--- src/rtl/mmcm_drp_pkg.sv ---
// mmcm_drp_pkg: shared constants, response codes and FSM states for the MMCM DRP divider controller
package mmcm_drp_pkg;

    localparam logic [6:0]  DRP_ADDR_BASE   = 7'h08;
    localparam logic [15:0] REG1_KEEP       = 16'hF000;
    localparam logic [15:0] REG2_MASK_SEL0  = 16'h7CC0;
    localparam logic [15:0] REG2_MASK_OTHER = 16'h00C0;
    localparam logic [7:0]  DIV_MAX         = 8'd126;
    localparam logic [2:0]  SEL_MAX         = 3'd4;

    typedef enum logic [1:0] {
        ERR_OK,
        ERR_ILLEGAL,
        ERR_DRDY,
        ERR_LOCK
    } rsp_err_e;

    typedef enum logic [3:0] {
        S_IDLE,
        S_CHK,
        S_RST_HOLD,
        S_RD,
        S_RD_WAIT,
        S_WR,
        S_WR_WAIT,
        S_RST_REL,
        S_LOCK_WAIT,
        S_DONE,
        S_ERR
    } state_e;

endpackage

--- src/rtl/mmcm_div_encode.sv ---
// mmcm_div_encode: integer divide to MMCM HIGH/LOW/EDGE/NOCNT fields plus legality flag
module mmcm_div_encode
    import mmcm_drp_pkg::*;
(
    input  logic [7:0] div_i,
    output logic [5:0] high_o,
    output logic [5:0] low_o,
    output logic       edge_o,
    output logic       nocnt_o,
    output logic       legal_o
);

    logic one;

    // LOW is ceil(D/2), so odd divides put the extra half-period in LOW and set EDGE
    always_comb begin
        one     = div_i == 8'd1;
        high_o  = one ? 6'd1 : div_i[6:1];
        low_o   = one ? 6'd1 : div_i[6:1] + {5'd0, div_i[0]};
        edge_o  = one ? 1'b0 : div_i[0];
        nocnt_o = one;
        legal_o = div_i != 8'd0 && div_i <= DIV_MAX;
    end

endmodule

--- src/rtl/mmcm_drp_reconfig_ctrl.sv ---
// mmcm_drp_reconfig_ctrl: reprograms one MMCME4 CLKOUTn divider via DRP read-modify-write under MMCM reset
module mmcm_drp_reconfig_ctrl
    import mmcm_drp_pkg::*;
#(
    parameter int RST_HOLD_CYC = 4,
    parameter int DRDY_TIMEOUT = 63,
    parameter int LOCK_TIMEOUT = 65535
) (
    input  logic        clk_in0,
    input  logic        reset,
    input  logic        req_valid,
    output logic        req_ready,
    input  logic [2:0]  req_sel,
    input  logic [7:0]  req_div,
    output logic        rsp_valid,
    output logic [1:0]  rsp_err,
    output logic        busy,
    output logic [6:0]  drp_daddr,
    output logic        drp_den,
    output logic        drp_dwe,
    output logic [15:0] drp_di,
    input  logic [15:0] drp_do,
    input  logic        drp_drdy,
    output logic        mmcm_rst,
    input  logic        mmcm_locked
);

    localparam int CNT_MAX = (DRDY_TIMEOUT > LOCK_TIMEOUT ? DRDY_TIMEOUT : LOCK_TIMEOUT) > RST_HOLD_CYC
                           ? (DRDY_TIMEOUT > LOCK_TIMEOUT ? DRDY_TIMEOUT : LOCK_TIMEOUT) : RST_HOLD_CYC;
    localparam int CNT_W   = $clog2(CNT_MAX + 1);

    state_e             state_q, state_d;
    rsp_err_e           err_q, err_d;
    logic [CNT_W-1:0]   cnt_q, cnt_d;
    logic [2:0]         sel_q, sel_d;
    logic [7:0]         div_q, div_d;
    logic               reg2_q, reg2_d;
    logic [6:0]         daddr_q, daddr_d;
    logic [15:0]        di_q, di_d;
    logic               den_q, dwe_q, mmcm_rst_q;
    logic [5:0]         enc_high, enc_low;
    logic               enc_edge, enc_nocnt, enc_legal;
    logic [6:0]         reg1_addr;
    logic [15:0]        reg2_mask, merged;
    logic               hold_end, drdy_to, lock_to;

    mmcm_div_encode u_enc (
        .div_i   (div_q),
        .high_o  (enc_high),
        .low_o   (enc_low),
        .edge_o  (enc_edge),
        .nocnt_o (enc_nocnt),
        .legal_o (enc_legal)
    );

    // Merge works directly on drp_do in the drdy cycle, so the read value never needs its own register
    assign reg1_addr = DRP_ADDR_BASE + {3'b000, sel_q, 1'b0};
    assign reg2_mask = (sel_q == 3'd0) ? REG2_MASK_SEL0 : REG2_MASK_OTHER;
    assign merged    = reg2_q ? ((drp_do & ~reg2_mask) | {8'h00, enc_edge, enc_nocnt, 6'h00})
                              : ((drp_do & REG1_KEEP) | {4'h0, enc_high, enc_low});
    assign hold_end  = cnt_q == CNT_W'(RST_HOLD_CYC - 1);
    assign drdy_to   = cnt_q == CNT_W'(DRDY_TIMEOUT);
    assign lock_to   = cnt_q == CNT_W'(LOCK_TIMEOUT);

    always_comb begin
        state_d = state_q;
        err_d   = err_q;
        cnt_d   = cnt_q + CNT_W'(1);
        sel_d   = sel_q;
        div_d   = div_q;
        reg2_d  = reg2_q;
        daddr_d = daddr_q;
        di_d    = di_q;
        case (state_q)
            S_IDLE: begin
                cnt_d = '0;
                if (req_valid) begin
                    state_d = S_CHK;
                    sel_d   = req_sel;
                    div_d   = req_div;
                    err_d   = ERR_OK;
                    reg2_d  = 1'b0;
                end
            end
            S_CHK: begin
                cnt_d   = '0;
                state_d = (sel_q > SEL_MAX || !enc_legal) ? S_ERR : S_RST_HOLD;
                err_d   = (sel_q > SEL_MAX || !enc_legal) ? ERR_ILLEGAL : ERR_OK;
            end
            S_RST_HOLD: begin
                if (hold_end) begin
                    state_d = S_RD;
                    daddr_d = reg1_addr;
                end
            end
            S_RD: begin
                state_d = S_RD_WAIT;
                cnt_d   = '0;
            end
            S_RD_WAIT: begin
                if (drp_drdy) begin
                    state_d = S_WR;
                    di_d    = merged;
                end else if (drdy_to) begin
                    state_d = S_ERR;
                    err_d   = ERR_DRDY;
                end
            end
            S_WR: begin
                state_d = S_WR_WAIT;
                cnt_d   = '0;
            end
            S_WR_WAIT: begin
                if (drp_drdy) begin
                    cnt_d   = '0;
                    state_d = reg2_q ? S_RST_REL : S_RD;
                    reg2_d  = 1'b1;
                    daddr_d = reg2_q ? daddr_q : reg1_addr + 7'd1;
                end else if (drdy_to) begin
                    state_d = S_ERR;
                    err_d   = ERR_DRDY;
                end
            end
            S_RST_REL: begin
                if (hold_end) begin
                    state_d = S_LOCK_WAIT;
                    cnt_d   = '0;
                end
            end
            S_LOCK_WAIT: begin
                if (mmcm_locked) begin
                    state_d = S_DONE;
                end else if (lock_to) begin
                    state_d = S_ERR;
                    err_d   = ERR_LOCK;
                end
            end
            default: state_d = S_IDLE;
        endcase
    end

    // DRP strobes and MMCM reset are decoded from the next state so they leave flops glitch-free
    always_ff @(posedge clk_in0) begin
        if (reset) begin
            state_q    <= S_IDLE;
            err_q      <= ERR_OK;
            cnt_q      <= '0;
            sel_q      <= '0;
            div_q      <= '0;
            reg2_q     <= 1'b0;
            daddr_q    <= '0;
            di_q       <= '0;
            den_q      <= 1'b0;
            dwe_q      <= 1'b0;
            mmcm_rst_q <= 1'b0;
        end else begin
            state_q    <= state_d;
            err_q      <= err_d;
            cnt_q      <= cnt_d;
            sel_q      <= sel_d;
            div_q      <= div_d;
            reg2_q     <= reg2_d;
            daddr_q    <= daddr_d;
            di_q       <= di_d;
            den_q      <= state_d == S_RD || state_d == S_WR;
            dwe_q      <= state_d == S_WR;
            mmcm_rst_q <= state_d inside {S_RST_HOLD, S_RD, S_RD_WAIT, S_WR, S_WR_WAIT, S_RST_REL};
        end
    end

    assign req_ready = state_q == S_IDLE;
    assign busy      = !req_ready;
    assign rsp_valid = state_q == S_DONE || state_q == S_ERR;
    assign rsp_err   = rsp_valid ? err_q : ERR_OK;
    assign drp_daddr = daddr_q;
    assign drp_den   = den_q;
    assign drp_dwe   = dwe_q;
    assign drp_di    = di_q;
    assign mmcm_rst  = mmcm_rst_q;

endmodule

--- config.mk ---
export PLATFORM = sky130hd
export DESIGN_NAME = mmcm_drp_reconfig_ctrl
export DESIGN_NICKNAME = d
export VERILOG_FILES = /design/src/rtl/mmcm_drp_pkg.sv /design/src/rtl/mmcm_div_encode.sv /design/src/rtl/mmcm_drp_reconfig_ctrl.sv
export SDC_FILE = /design/constraint.sdc
export NUM_CORES = 1
export LEC_CHECK = 0
export CAP_MARGIN = 20
export CORE_MARGIN = 2
export CORE_UTILIZATION = 45
export DETAILED_ROUTE_END_ITERATION = 16
export HOLD_SLACK_MARGIN = 0.15
export PLACE_DENSITY = 0.72
export REMOVE_ABC_BUFFERS = 1
export SLEW_MARGIN = 15
export SYNTH_ARGS = -nofsm -noshare
export SYNTH_HDL_FRONTEND = slang
export SYNTH_SLANG_ARGS = --single-unit
export TNS_END_PERCENT = 30
--- constraint.sdc ---
create_clock -name clk_in0 -period 2.43 [get_ports clk_in0]
set_clock_uncertainty 0.05 [all_clocks]
set_input_delay 0.486 -clock clk_in0 [delete_from_list [all_inputs] [get_ports clk_in0]]
set_output_delay 0.486 -clock clk_in0 [all_outputs]
set_load 0.02 [all_outputs]
==> run summary <==
## Min path
* reg -> reg — path class of the lowest-slack min-delay path

## Floorplan
* 47.2% — initial cell density of the core
* 28 — number of rows in the core area
* 6970 sq um — area of the die
* 83.5 microns — die width
* 6030 sq um — placeable core area
* 83.5 microns — Die Y-Extent
* 63 — num ports

## Final layout
* 526 — Filler Cells Inserted
* 1620 sq um — Multi-input gate area
* 0 — antenna cell count
* 36.4% — Area growth, synth to finish
* 1170 sq um — area occupied by registers
* 461 — fin nets
* 16.6% — layout cell share with drive strength beyond 1

## Clock network
* 60 ps — CTS clock-pin slew for the worst setup and hold paths
* sky130_fd_sc_hd__clkbuf_8 — root buffer cell
* 9 — number of buffers added by the clock tree synthesis step
* 2 — CTS Buffer Depth
* 3 — CTS HTree Levels
* yes — TritonCTS clock tree
* 58 — sink count of the clock tree
* 330 ps — clock latency reported for the late side of the worst-skew pair

## Synthesis
* 8.34 sq um — synthesized area divided by synthesized cell count
* 40.8% — area share of the leading cell type in the synthesized netlist
* 40.8% — sequential fraction of the synthesis area
* 341 — instance count of the mapped netlist
* 58 x sky130_fd_sc_hd__dfxtp_1, 49 x sky130_fd_sc_hd__nor2_1, 43 x sky130_fd_sc_hd__nand2_1 — commonest cells in the synthesized netlist
* 0% — async set-or-reset flop fraction in the synthesized netlist
* sky130_fd_sc_hd__dfxtp_1 — most instantiated flip-flop cell in the synthesis netlist
* 0 — number of warnings reported in the yosys synthesis log
* 58 — register bit total from synthesis
* sky130_fd_sc_hd__dfxtp_1 — most common cell in the netlist
* 0 — count of flip-flops with a built-in enable after synthesis
* 55 — post-synthesis cell type count
* sky130_fd_sc_hd__dfxtp_1 41%, sky130_fd_sc_hd__nor2_1 6.5%, sky130_fd_sc_hd__nand2_1 5.7%, sky130_fd_sc_hd__nand3_1 4.4%, sky130_fd_sc_hd__xor2_1 4.0% — top area cells in the synthesized netlist
* 2840 sq um — Post-Synthesis Cell Area
* sky130_fd_sc_hd__dfxtp_1 — post-synthesis cell type with the largest combined area

## GRT
* 26 — largest net degree at the start of global routing
* 11900 microns — wire length of the first global-routing pass
* 0 — number of antenna violations at the first check in global routing
* 21.0% — Overall Global Routing Usage
* 0 — grt total ovfl
* 2472 — number of global-route vias before repair

## Worst setup path
* flip-flop — kind of start point of the critical path
* flip-flop — category of the worst setup path capture point
* 2590 ps — data arrival time of the worst path
* reg -> reg — kind of critical path
* 2630 ps — worst path required time
* 3 — maximum fanout along the worst path

## Route
* 2620 — vias
* 0 — DRC errors left
* 4 — number of detailed-route iterations in the first pass
* 14.0 microns — average routed wire per standard cell
* 0 — Final ANT Viol Nets
* 154 — iteration-0 DRC count of the detailed router
* 7040 microns — Post-Route WL
* 5.21 — DR vias/cell

## Pwr
* 34.5% — part of the power in combinational logic
* 39.3% — part of the power in registers
* 26.2% — clock network fraction of design power
* 1.47 nW — leakage power figure
* 733 nW/um^2 — pwr/cell area
* 0.00284 W — total power after layout
* 0.000520 V — maximum vdd ir drop
* 33.4% — Sw Ratio
* 0.000949 W — NetSw
* 0.00190 W — cell internal pwr

## Timing
* 419 MHz — timing-limited maximum frequency
* 0 — number of endpoints failing setup at the final stage
* 65.0% — relative max-transition margin
* 0 — Slew Limit Fails
* 98.3% — portion of the clock cycle consumed by the worst path in the final layout
* 520 ps — Least-Margin Pin Slew
* yes — RSZ-0062 raised after global routing
* 41.0 ps — setup slack of the critical path after layout
* 2390 ps — final critical-path required period
* 0 — Hold Vio Cnt, Final

## Run status
* finished, final reports clean — run status

## Flow run
* 0 — count of max-cap constraint violations

## Placed design
* 58 — count of buffers from port buffering
* 5060 microns — HPWL reported at the end of detailed placement
* -252 ps — worst slack, placed
* 0.883 — Final GP Congestion

-- sequential cells by signal, indices dropped and copies added (netlist names), 2 cells and up --
name and count:
cnt_q 16, state_q 4, drp_di 16, div_q 8
drp_daddr 5, err_q 2, sel_q 3
-- final timing paths --
path,endpoint,depth (start not counted),slack (ps),start
setup / recovery,drp_daddr[1]$_SDFFE_PP0P_,9,40,div_q[0]$_SDFFE_PP0P_
hold / removal,drp_di[4]$_SDFFE_PP0P_,2,400,drp_di[4]$_SDFFE_PP0P_
setup reg to reg,drp_daddr[1]$_SDFFE_PP0P_,9,40,div_q[0]$_SDFFE_PP0P_
hold reg to reg,drp_di[4]$_SDFFE_PP0P_,2,400,drp_di[4]$_SDFFE_PP0P_
-- power groups by stage --
stage | Clock, W | Sequential, W | Combinational, W
after floorplan | 0 | 0.00117 | 0.000472
after global placement | 0 | 0.00113 | 0.000927
after detailed placement | 0 | 0.00113 | 0.000938
after CTS | 0.000763 | 0.00111 | 0.000956
after global routing | 0.000817 | 0.00113 | 0.00107
final | 0.000744 | 0.00112 | 0.000982
-- metrics by stage --
stage | hold WS, ps | TNS (ps) | cells | util [%] | area, sq um
floorplan | 392 | -431 | 323 | - | 2760
global placement | 391 | -983 | 485 | 60.7 | 3660
detailed placement | 397 | -1090 | 485 | 60.7 | 3660
CTS | 406 | 0 | 501 | 63.6 | 3830
global route | 428 | -350 | 503 | 64.4 | 3880
finish | 405 | 0 | 503 | 64.4 | 3880
-- per-layer routing --
metal	track usage [%]	vias to the layer above	share of wire (%)
li1	-	1345	-
met1	29.3	1191	47
met2	31.8	75	46
met3	4.45	9	5.1
met4	8.50	0	1.4
met5	0	-	0
-- timing repair --
item                                   CTS  global route
setup endpoints to repair                8             8
hold buffers                             0             0
resized for setup                        7            11
setup buffers                            0             2
endpoints found under the hold margin    0             0
pin swaps                                2             7
-- final cells by class --
class / count / share of cell area, %
multi-input cells: 258 / 41.6
flip-flops and latches: 58 / 30.1
repair buffers: 89 / 21.0
clock buffers: 13 / 3.84
well taps: 75 / 2.42
inverters: 7 / 0.677
clock inverters: 3 / 0.387
-- critical path, stage by stage, from the launching register on --
cell                       delay (ps)
sky130_fd_sc_hd__dfxtp_2          330
sky130_fd_sc_hd__inv_2             70
sky130_fd_sc_hd__ha_4             120
sky130_fd_sc_hd__and4b_1          190
sky130_fd_sc_hd__a221oi_2         260
sky130_fd_sc_hd__o211ai_1         180
sky130_fd_sc_hd__or3_4            390
sky130_fd_sc_hd__nor4_4           330
sky130_fd_sc_hd__buf_4            190
sky130_fd_sc_hd__mux2i_2          200
-- kinds of logic (layout without fill, tap and decap cells) --
logic type	Yosys count	count (layout)	synth area share, %
flip-flops	58	58	40.8
adder cells (fa/ha/maj)	6	6	2.64
multiplexers	9	9	3.35
XOR/XNOR	19	19	5.85
buffers and inverters	26	112	3.83
other	1	2	0.132
AND/OR/NAND/NOR	175	175	32.0
AO/OA/AOI/OAI	47	47	11.4
-- cell usage in the layout (no fill, tap or decap), drive strengths merged, types with 3 or more instances in the layout --
master / Yosys / final
a211oi: 4 / 4
mux2i: 8 / 8
a311oi: 4 / 4
nand4: 6 / 6
a21oi: 18 / 18
and3: 4 / 4
nor2: 49 / 49
or3: 3 / 3
inv: 7 / 7
nand3b: 3 / 3
clkinv: 0 / 3
clkbuf: 13 / 13
dfxtp: 58 / 58
buf: 6 / 31
nand3: 25 / 25
ha: 6 / 6
o21ai: 5 / 5
nor4: 7 / 7
nand2: 43 / 43
a22oi: 3 / 3
nor3: 11 / 11
xnor2: 6 / 6
xor2: 13 / 13
nor2b: 9 / 9
clkdlybuf4s50: 0 / 55
No activity file was read; power rests on OpenSTA's default activity.
